==> src/rtl/seg_scan_ctrl.sv <==
// Time-multiplexed scan controller for common-anode seven-segment digits.
// New frames are double-buffered and applied only at the frame wrap.
module seg_scan_ctrl #(
   parameter int unsigned NUM_DIGITS   = 4,
   parameter int unsigned DWELL_CYCLES = 100000,
   parameter int unsigned BLANK_CYCLES = 2000
) (
   input  logic                            clk,
   input  logic                            rst_n,
   input  logic                            load_valid,
   output logic                            load_ready,
   input  logic [4*NUM_DIGITS-1:0]         load_data,
   input  logic [NUM_DIGITS-1:0]           load_en,
   output logic [3:0]                      nums,
   output logic [NUM_DIGITS-1:0]           an,
   output logic [$clog2(NUM_DIGITS)-1:0]   digit_idx,
   output logic                            frame_tick
);

   localparam int unsigned IW      = $clog2(NUM_DIGITS);
   localparam int unsigned CNT_MAX = (DWELL_CYCLES > BLANK_CYCLES) ? DWELL_CYCLES : BLANK_CYCLES;
   localparam int unsigned CW      = $clog2(CNT_MAX + 1);
   localparam logic [CW-1:0] DWELL_LAST = CW'(DWELL_CYCLES - 1);
   localparam logic [CW-1:0] BLANK_LAST = CW'((BLANK_CYCLES > 0) ? BLANK_CYCLES - 1 : 0);
   localparam logic [IW-1:0] LAST_IDX   = IW'(NUM_DIGITS - 1);
   localparam bit            HAS_BLANK  = (BLANK_CYCLES > 0);

   typedef enum logic {S_SHOW, S_BLANK} state_t;

   state_t                    r_state;
   logic [CW-1:0]             r_cnt;
   logic [4*NUM_DIGITS-1:0]   r_act_data;
   logic [NUM_DIGITS-1:0]     r_act_en;
   logic [4*NUM_DIGITS-1:0]   r_pend_data;
   logic [NUM_DIGITS-1:0]     r_pend_en;
   logic                      r_pend_full;

   logic                      w_dwell_done;
   logic                      w_blank_done;
   logic                      w_advance;
   logic                      w_to_blank;
   logic                      w_wrap;
   logic                      w_commit;
   logic                      w_take;
   logic [IW-1:0]             w_next_idx;
   logic [4*NUM_DIGITS-1:0]   w_src_data;
   logic [NUM_DIGITS-1:0]     w_src_en;
   logic [NUM_DIGITS-1:0]     w_an_show;
   logic [3:0]                w_nums_show;

   // Slot sequencing and the display image for the slot being entered
   always_comb begin
      w_dwell_done = (r_state == S_SHOW)  && (r_cnt == DWELL_LAST);
      w_blank_done = (r_state == S_BLANK) && (r_cnt == BLANK_LAST);
      w_advance    = (w_dwell_done && !HAS_BLANK) || w_blank_done;
      w_to_blank   = w_dwell_done && HAS_BLANK;
      w_next_idx   = (digit_idx == LAST_IDX) ? '0 : digit_idx + IW'(1);
      w_wrap       = w_advance && (digit_idx == LAST_IDX);
      w_commit     = w_wrap && r_pend_full;
      w_take       = load_valid && load_ready;
      // On a committing wrap, digit 0 must already show the new frame
      w_src_data   = w_commit ? r_pend_data : r_act_data;
      w_src_en     = w_commit ? r_pend_en   : r_act_en;
      w_nums_show  = w_src_data[4*int'(w_next_idx) +: 4];
      w_an_show    = '1;
      for (int k = 0; k < NUM_DIGITS; k++) begin
         w_an_show[k] = ~(w_src_en[k] && (w_next_idx == IW'(k)));
      end
   end

   always_ff @(posedge clk or negedge rst_n) begin
      if (!rst_n) begin
         r_state     <= S_SHOW;
         r_cnt       <= '0;
         r_act_data  <= '0;
         r_act_en    <= '0;
         r_pend_data <= '0;
         r_pend_en   <= '0;
         r_pend_full <= 1'b0;
         an          <= '1;
         nums        <= '0;
         digit_idx   <= '0;
         frame_tick  <= 1'b0;
         load_ready  <= 1'b1;
      end else begin
         frame_tick <= w_wrap;
         // Ready drops with the capture and recovers one cycle after the commit
         load_ready <= ~(w_take | r_pend_full);

         if (w_commit) begin
            r_act_data <= r_pend_data;
            r_act_en   <= r_pend_en;
         end
         if (w_take) begin
            r_pend_data <= load_data;
            r_pend_en   <= load_en;
            r_pend_full <= 1'b1;
         end else if (w_commit) begin
            r_pend_full <= 1'b0;
         end

         if (w_to_blank) begin
            r_state <= S_BLANK;
            r_cnt   <= '0;
            an      <= '1;
         end else if (w_advance) begin
            r_state   <= S_SHOW;
            r_cnt     <= '0;
            digit_idx <= w_next_idx;
            an        <= w_an_show;
            nums      <= w_nums_show;
         end else begin
            r_cnt <= r_cnt + CW'(1);
         end
      end
   end

endmodule

==> config.mk <==
export PLATFORM = sky130hd
export DESIGN_NAME = seg_scan_ctrl
export DESIGN_NICKNAME = d
export VERILOG_FILES = /design/src/rtl/seg_scan_ctrl.sv
export SDC_FILE = /design/constraint.sdc
export NUM_CORES = 1
export LEC_CHECK = 0
export CORE_MARGIN = 2
export CORE_UTILIZATION = 39
export CTS_CLUSTER_DIAMETER = 80
export CTS_CLUSTER_SIZE = 30
export DETAILED_ROUTE_END_ITERATION = 7
export GPL_ROUTABILITY_DRIVEN = 0
export PLACE_DENSITY = 0.68
export SLEW_MARGIN = 10
export SYNTH_ARGS = -nofsm -noshare
export SYNTH_HDL_FRONTEND = slang
export SYNTH_SLANG_ARGS = --single-unit
==> constraint.sdc <==
create_clock -name clk -period 6.55 [get_ports clk]
set_clock_uncertainty 0.1 [all_clocks]
set_input_delay 1.31 -clock clk [delete_from_list [all_inputs] [get_ports clk]]
set_output_delay 1.31 -clock clk [all_outputs]
set_load 0.01 [all_outputs]
-- After elaboration in Yosys (flattened, before gate mapping)
Cells that the tools add are included.
- input port bits: 23
- register bits: 71
- logic and storage cells: 53
- output and inout port bits: 12
- add/sub/neg operators: 2
- equality and inequality tests: 6
- muxes and demuxes: 11
- shift operators: 1
- bitwise logic cells: 8
- reduce and logical (&&, ||, !) cells: 13
- operator list (cell ; number):
    17-bit 2-to-1 mux ; 2
    17-bit by 1-bit adder with 17-bit output (second input constant) ; 1
    17-bit by 11-bit equality test with 1-bit output (second input constant) ; 1
    17-bit equality test (second input constant) ; 1
    16-bit 2-to-1 mux ; 1
    16-bit by 5-bit variable part select with 4-bit output ; 1
    4-bit 2-to-1 mux ; 3
    1-bit logical AND ; 9
    1-bit NOT ; 7
    2-bit equality test (second input constant) ; 3
    1-bit 2-to-1 mux ; 4
    2-bit nonzero test ; 2
    2-bit by 1-bit adder with 2-bit output (second input constant) ; 1
    2-bit by 1-bit equality test with 1-bit output (second input constant) ; 1
    2-bit zero test ; 1
    2-bit 2-to-1 mux ; 1
    2-bit AND reduction ; 1
    1-bit bitwise OR ; 1

-- Logic depth before layout (Yosys ltp)
Gate-level depths: netlist (run 1).
- depth in word-level cells: 9
- gate-level depth with buffers: 7
- gate-level depth less buffers: 6

-- Worst setup path after synthesis (run 1)
No wires, ideal clock.
- kind: input -> register
- start point: in load_valid
- end point: reg r_pend_data[0]
- data arrival time: 2.065 ns
- setup time: 0.125 ns
- path buffers: 1
- setup slack: 4.260 ns
- stages on the path: 3
- required time: 6.325 ns
- cells stage by stage: nand2_1 > clkbuf_1 > mux2_2
- cells in the longest elaborated chain, start to end: 1
- ends and longest elaborated chain (element ; RTL line ; RTL):
    from (decl) ; 10 ; input logic load_valid,
    1-bit logical AND ; 60 ; w_take = load_valid && load_ready;
    to (signal assigned) ; 95 ; r_pend_data <= load_data;
    to (decl) ; 34 ; logic [4*NUM_DIGITS-1:0] r_pend_data;
No other way between the ends.
A chain may end at the register's enable or synchronous reset.

-- Final worst setup path (run 1)
- start point: reg load_ready
- end point: out load_ready
- RTL lines (element ; RTL line ; RTL):
    from (decl) ; 11 ; output logic load_ready,
    from (signal assigned) ; 88 ; load_ready <= ~(w_take | r_pend_full);
No word-level cell between the ends.

==> key figures, run 1 <==
Run status
  – Status: finished, final reports clean

STA
  – Final Max Tran Viols: 0
  – Final setup viols: 0
  – Final hold viol count: 0
  – Fmax: 350.5 MHz
  – RSZ-0062 raised after global routing: false
  – Tmin final: 2.853 ns
  – Slew HR: 41.42%
  – Hold Slack: 0.3850 ns
  – Tcrit/Tclk final: 43.56%
  – Final worst slack: 3.697 ns
  – Slew @ Worst Pin: 0.8786 ns
  – Total Neg Setup Slack: 0 ns

Floorplan
  – Num ports: 35
  – Core ar.: 7727 um^2
  – Die area: 8723 um^2
  – Die X: 93.40 um
  – Starting Density: 40.33%
  – DIE HEIGHT: 93.40 um
  – Num rows: 32

Synth
  – Yosys cell types: 45
  – Avg Cell Area, Syn: 12.62 um^2
  – Top-area cell type share of the netlist area: 52.99%
  – Largest family of logic cells by synthesized area: multiplexers
  – Synthesized-area fraction occupied by and/or/nand/nor cells: 13.85%
  – Synth top area cells: dfrtp_1 53%, mux2_2 14%, dfstp_2 4.2%, nor2_1 2.9%, xnor2_1 2.2%
  – Async S/R FF share, synth: 100.0%
  – Top post-synthesis cells by count: 66 x dfrtp_1, 39 x mux2_2, 24 x nor2_1
  – Synth Area in XOR/XNOR: 4.215%
  – Syn. warnings: 0
  – Compound-Gate Fraction of Synth Area: 6.263%
  – Post-synth EDFFs: 0
  – Post-synthesis adder-cell area fraction: 2.007%
  – Post-Synthesis Cells: 247
  – Multiplexer area fraction after synthesis: 14.73%
  – Net count after synthesis: 275
  – Synth Register Bits: 71
  – Synth area leader: dfrtp_1
  – Sequential area share after synthesis: 57.21%
  – Mapped Area: 3117 um^2
  – Most frequent cell after synthesis: dfrtp_1
  – Top FF cell, synth: dfrtp_1

Worst setup path
  – Register-to-Register Path Depth: 7
  – Worst Setup SP: load_ready
  – Crit path depth: 1
  – CP startpoint kind: flop
  – Worst-path cell with the longest stage delay: dfstp_2
  – Crit. End Element: output port
  – Crit-path leading delay family: flip-flops
  – Critical path type: reg -> out
  – Worst-path cell chain: clkdlybuf4s50_1
  – Critical path destination: load_ready
  – RR Startpoint: r_cnt[0]
  – Worst r2r dst: an[1]
  – Required time worst endpoint: 5.14 ns
  – Slowest stage delay, CP: 0.56 ns
  – Critical path arrival: 1.44 ns
  – Critical Path Fanout Max: 4
  – FF-to-FF setup slack: 4.15 ns
  – Worst path bufs/invs: 1

Power and ir drop
  – Sw frac: 23.62%
  – Share of total power in sequential cells: 54.1%
  – Share of power burned in the clock network: 39.0%
  – LEAKAGE: 1.654 nW
  – Pwr/cell area: 245.5 nW/um^2
  – Overall Power: 0.9258 mW
  – Switching power: 0.2187 mW
  – Comb pwr share: 6.9%
  – Internal: 0.7071 mW
  – Peak supply drop: 120.9 uV

Clocking
  – Setup Buffers After CTS: 0
  – Clk_lat worst skew: 0.36 ns
  – CTS clk-pin slew, worst paths: 0.08 ns
  – Clk sinks: 71
  – H-tree Lvls: 3
  – Root buf cell: clkbuf_8
  – Num CTS Buffers: 9
  – Hold_buf cts: 0
  – CTS tree: done
  – Resize count post-CTS: 0
  – CTS Buffer Depth: 2

Finish
  – Multi-input gate area: 1284 um^2
  – FF+latch area: 1783 um^2
  – Fill cell count: 712
  – Post-route cell area: 3771 um^2
  – Layout overhead on the synthesized area: 21.00%
  – Final nets: 316
  – Layout cells sized above 1: 25.26%
  – Diodes inserted: 0

Place
  – Post-DP Area: 3560 um^2
  – DPL Wire Length: 3916 um
  – Dpl ws: 3.475 ns
  – I/O Buffers: 34

Global route
  – Gr ovfl total: 0
  – Total GRT Usage: 15.28%
  – Initial antenna violation count: 0
  – First-pass GRT wire length: 10190 um
  – Largest net degree at the start of global routing: 72
  – Vias in the first global route: 2128

Detailed routing
  – Post-Route WL: 5787 um
  – Post-route ant nets: 0
  – DRC Markers: 0
  – Routed length per instance: 14.65 um
  – 1st-pass router iterations: 4
  – Number of vias per cell: 5.096
  – Via count: 2013
  – DR iter-0 viols: 70

Job
  – Max Cap Viol: 0

Min path
  – Worst Hold Class: reg -> reg
  – HP Start: r_pend_full
==> per-layer routing <==
metal | wire length (um) | part of all wire [%] | GRT usage, % | vias to the layer above
met5 | 0 | 0 | 0 | -
li1 | - | - | - | 954
met2 | 2686 | 46 | 22.90 | 34
met3 | 234 | 4.0 | 3.707 | 11
met1 | 2734 | 47 | 20.67 | 1014
met4 | 131 | 2.3 | 7.721 | 0
==> per-stage QoR <==
stage / utilization [%] / cells
final: 48.80 / 395
after global placement: 46.07 / 379
after floorplan: - / 247
after CTS: 48.75 / 395
after global routing: 48.80 / 395
after detailed placement: 46.07 / 379
==> registers in the layout (all words and copies together), names as in the netlist <==
name	cells
digit_idx	2
nums	4
frame_tick	1
r_act_data	16
r_cnt	17
load_ready	1
r_pend_data	16
r_pend_en	4
r_act_en	4
r_state	1
an	4
r_pend_full	1
==> worst reg2reg max path: stages (launching register included) <==
cell,delay (ns)
dfrtp_1,0.40
ha_1,0.21
and3_1,0.27
nand4_4,0.19
nor3_4,0.19
buf_4,0.36
mux2_2,0.40
a31oi_1,0.19
==> cell usage in the layout, fill, tap and decap left out, types with 4 or more instances in the layout <==
cell / n
a31oi_1: 4
clkbuf_8: 10
clkdlybuf4s50_1: 33
dfrtp_1: 66
dfstp_2: 5
ha_1: 5
inv_1: 5
mux2_2: 39
nand2_1: 18
nand3_1: 5
nor2_1: 24
nor3_1: 4
or2_2: 4
xnor2_1: 8
xor2_1: 7
==> cells by family (layout without fill, tap and decap cells) <==
| group | after synthesis | count (layout) |
|---|---|---|
| adders and majority gates | 5 | 5 |
| and+or+nand+nor | 78 | 78 |
| DFF | 71 | 71 |
| xor gates and xnor gates | 15 | 15 |
| AOI/OAI and AO/OA | 26 | 26 |
| muxes | 41 | 41 |
| buffers and inverters | 11 | 57 |
==> worst min path at each step <==
stage / endpoint / cells past startpoint
floorplan: load_ready / 1
global placement: load_ready / 1
detailed placement: load_ready / 1
CTS: load_ready / 1
global route: r_act_en[0] / 1
finish: load_ready / 1
==> power by group through the flow <==
stage / Clock [mW] / Sequential, mW / Combinational (mW)
floorplan: 0 / 0.501 / 0.0387
global placement: 0 / 0.508 / 0.0631
detailed placement: 0 / 0.510 / 0.0662
CTS: 0.369 / 0.501 / 0.0662
global route: 0.387 / 0.506 / 0.0722
finish: 0.361 / 0.501 / 0.0643
==> cell type report <==
class	count	share of cell area [%]
Clock buffer	10	3.650
Tap cell	102	3.384
Multi-Input combinational cell	165	34.04
Clock inverter	6	1.858
Sequential cell	71	47.28
Inverter	5	0.4977
Timing Repair Buffer	36	9.290
Power figures use the tool's default switching activity.
==> inputs of run 2 (changes only) <==
==> constraint.sdc (replaced) <==
create_clock -name clk -period 2.8 [get_ports clk]
set_clock_uncertainty 0.1 [all_clocks]
set_input_delay 0.56 -clock clk [delete_from_list [all_inputs] [get_ports clk]]
set_output_delay 0.56 -clock clk [all_outputs]
set_load 0.01 [all_outputs]
==> run 2 against run 1 <==
Against the previous run:
- sequential power grew 140%
- cell count grew 0.76%
- die area is the same
- wire length shrank 0.31%
- register-to-register slack lost 3.7 ns
- worst setup slack lost 3.3 ns
- design area grew 1.1%
- critical endpoint is now r_act_data[3]
- highest routed layer unchanged
==> key figures, run 2 (synthesis gave the netlist of run 1 again) <==
Finish
  – Layout cells sized above 1: 25.68% (was 25.26%)
  – Multi-input gate area: 1280 um^2 (was 1284 um^2)
  – FF+latch area: 1783 um^2 (unchanged)
  – Fill cell count: 697 (was 712)
  – Most common cell after layout, fill and taps aside: dfrtp_1 (unchanged)
  – Commonest cells after routing, fill and taps aside: 66 x dfrtp_1, 39 x mux2_2, 33 x clkdlybuf4s50_1 (unchanged)
  – Final core utilization: 49.34% (was 48.80%)
  – Top Registers: r_cnt: 17 flops, r_act_data: 16 flops, r_pend_data: 16 flops (unchanged)
  – Largest Register: r_cnt (unchanged)
  – Max reg flops: 17 (unchanged)
  – Post-Layout Cell Count: 398 (was 395)
  – Layout overhead on the synthesized area: 22.32% (was 21.00%)
  – Diodes inserted: 0 (unchanged)
  – Final nets: 319 (was 316)

Worst setup path
  – Slowest stage delay, CP: 0.48 ns (was 0.56 ns)
  – CP startpoint kind: flop (unchanged)
  – Crit. End Element: flop (was output port)
  – Worst-path cell chain: ha_1 > nand2_1 > nor3_4 > buf_4 > mux2_2 (was clkdlybuf4s50_1)
  – Worst-path cell with the longest stage delay: dfrtp_1 (was dfstp_2)
  – Critical path arrival: 2.51 ns (was 1.44 ns)
  – Required time worst endpoint: 2.93 ns (was 5.14 ns)
  – Critical Path Fanout Max: 21 (was 4)
  – Critical path type: reg -> reg (was reg -> out)
  – Register-to-Register Path Depth: 5 (was 7)
  – FF-to-FF setup slack: 0.43 ns (was 4.15 ns)
  – RR Startpoint: digit_idx[0] (was r_cnt[0])
  – Worst r2r dst: r_act_data[3] (was an[1])

Clocking
  – H-tree Lvls: 3 (unchanged)
  – Clk sinks: 71 (unchanged)
  – Hold_buf cts: 0 (unchanged)
  – Resize count post-CTS: 0 (unchanged)
  – Root buf cell: clkbuf_8 (unchanged)
  – Clk_lat worst skew: 0.35 ns (was 0.36 ns)
  – Num CTS Buffers: 9 (unchanged)
  – CTS Buffer Depth: 2 (unchanged)
  – CTS tree: done (unchanged)
  – Setup Buffers After CTS: 0 (unchanged)
  – CTS clk-pin slew, worst paths: 0.07 ns (was 0.08 ns)

Place
  – I/O Buffers: 34 (unchanged)
  – DPL Wire Length: 4142 um (was 3916 um)
  – Cell count after placement: 382 (was 379)

STA
  – Final Max Tran Viols: 0 (unchanged)
  – Final setup viols: 0 (unchanged)
  – Slew @ Worst Pin: 0.7271 ns (was 0.8786 ns)
  – Fmax: 421.4 MHz
  – Final hold viol count: 0 (unchanged)
  – Tcrit/Tclk final: 84.76%
  – Slew HR: 51.53% (was 41.42%)
  – Tmin final: 2.373 ns
  – Total Neg Setup Slack: 0 ns (unchanged)
  – RSZ-0062 raised after global routing: false (unchanged)

Power and ir drop
  – LEAKAGE: 1.680 nW (was 1.654 nW)
  – Pwr/cell area: 574.7 nW/um^2 (was 245.5 nW/um^2)
  – Overall Power: 2.191 mW (was 0.9258 mW)
  – Peak supply drop: 451.0 uV (was 120.9 uV)

Detailed routing
  – Met2 WL: 2803 um (was 2686 um)
  – 1st-pass router iterations: 4 (unchanged)
  – Post-Route WL: 5769 um (was 5787 um)
  – DR iter-0 viols: 85 (was 70)
  – Via count: 1997 (was 2013)
  – Max layer used: met4 (unchanged)
  – Post-route ant nets: 0 (unchanged)
  – Metal-1 WL: 2627 um (was 2734 um)
  – DRC Markers: 0 (unchanged)
  – Number of vias per cell: 5.018 (was 5.096)
  – Routed length per instance: 14.49 um (was 14.65 um)
  – Metal3 WL: 237 um (was 234 um)

Global route
  – Gr ovfl total: 0 (unchanged)
  – Initial antenna violation count: 0 (unchanged)
  – Vias in the first global route: 2060 (was 2128)
  – First-pass GRT wire length: 9984 um (was 10190 um)
  – Largest net degree at the start of global routing: 40 (was 72)
  – Total GRT Usage: 15.01% (was 15.28%)

Floorplan
  – Starting Density: 40.33% (unchanged)
  – Die X: 93.40 um (unchanged)
  – Core ar.: 7727 um^2 (unchanged)
  – DIE HEIGHT: 93.40 um (unchanged)
  – Die area: 8723 um^2 (unchanged)
  – Num ports: 35 (unchanged)
  – Num rows: 32 (unchanged)

Run status
  – Status: finished, final reports clean (unchanged)

Job
  – Max Cap Viol: 0 (unchanged)

Min path
  – Worst Hold Class: in -> async (was reg -> reg)
[run 2: changes by cell type in the layout (fill, tap and decap cells not counted)]
cell	change
a21oi_2	-1
clkinv_4	-2
a21oi_1	+1
clkbuf_8	+2
buf_4	+2
buf_12	+1
[run 2: power by group]
part | internal, mW | total, mW | switching (mW)
Sequential | 1.12 | 1.18 | 0.0590
Clock | 0.484 | 0.861 | 0.378
Combinational | 0.103 | 0.154 | 0.0511
Total | 1.70 | 2.19 | 0.488
[run 2: layout make-up]
class	instances	area share, %
Clock buffer	12	4.332
Inverter	5	0.4923
Sequential cell	71	46.77
Multi-Input combinational cell	165	33.57
Clock inverter	4	1.378
Timing Repair Buffer	39	10.11
Tap cell	102	3.348
[run 2: layer usage]
metal	vias to the layer above	GRT usage (%)
met4	0	5.882
li1	963	-
met5	-	0
met3	13	4.754
met1	987	19.02
met2	34	23.98
[run 2: critical path, delay by kind of cell (launching register included)]
family | cells | cell delay, ns
fa+ha+maj | 1 | 0.34
buf+inv | 1 | 0.34
flops | 1 | 0.48
mux | 1 | 0.37
simple gates | 2 | 0.61
[run 2: worst max path at each step]
stage / from / endpoint / slack (ns) / depth (start not counted)
2_1_floorplan: r_cnt[0] / r_act_data[10] / 0.75 / 6
3_3_place_gp: digit_idx[0] / r_act_data[7] / 0.45 / 5
3_5_place_dp: digit_idx[0] / r_act_data[6] / 0.43 / 5
4_1_cts: digit_idx[0] / r_act_data[3] / 0.41 / 5
5_1_grt: digit_idx[0] / nums[2] / 0.18 / 6
6_report: digit_idx[0] / r_act_data[3] / 0.43 / 5
[run 2: metrics by stage]
| step | hold slack, ns | setup WS, ns | instance area, um^2 |
|---|---|---|---|
| after global placement | 0.3661 | 0.4513 | 3595 |
| after floorplan | 0.1644 | 0.7488 | 3117 |
| after global routing | 0.2218 | 0.1793 | 3812 |
| final | 0.1645 | 0.4268 | 3812 |
| after CTS | 0.1937 | 0.4062 | 3812 |
| after detailed placement | 0.3702 | 0.4332 | 3595 |
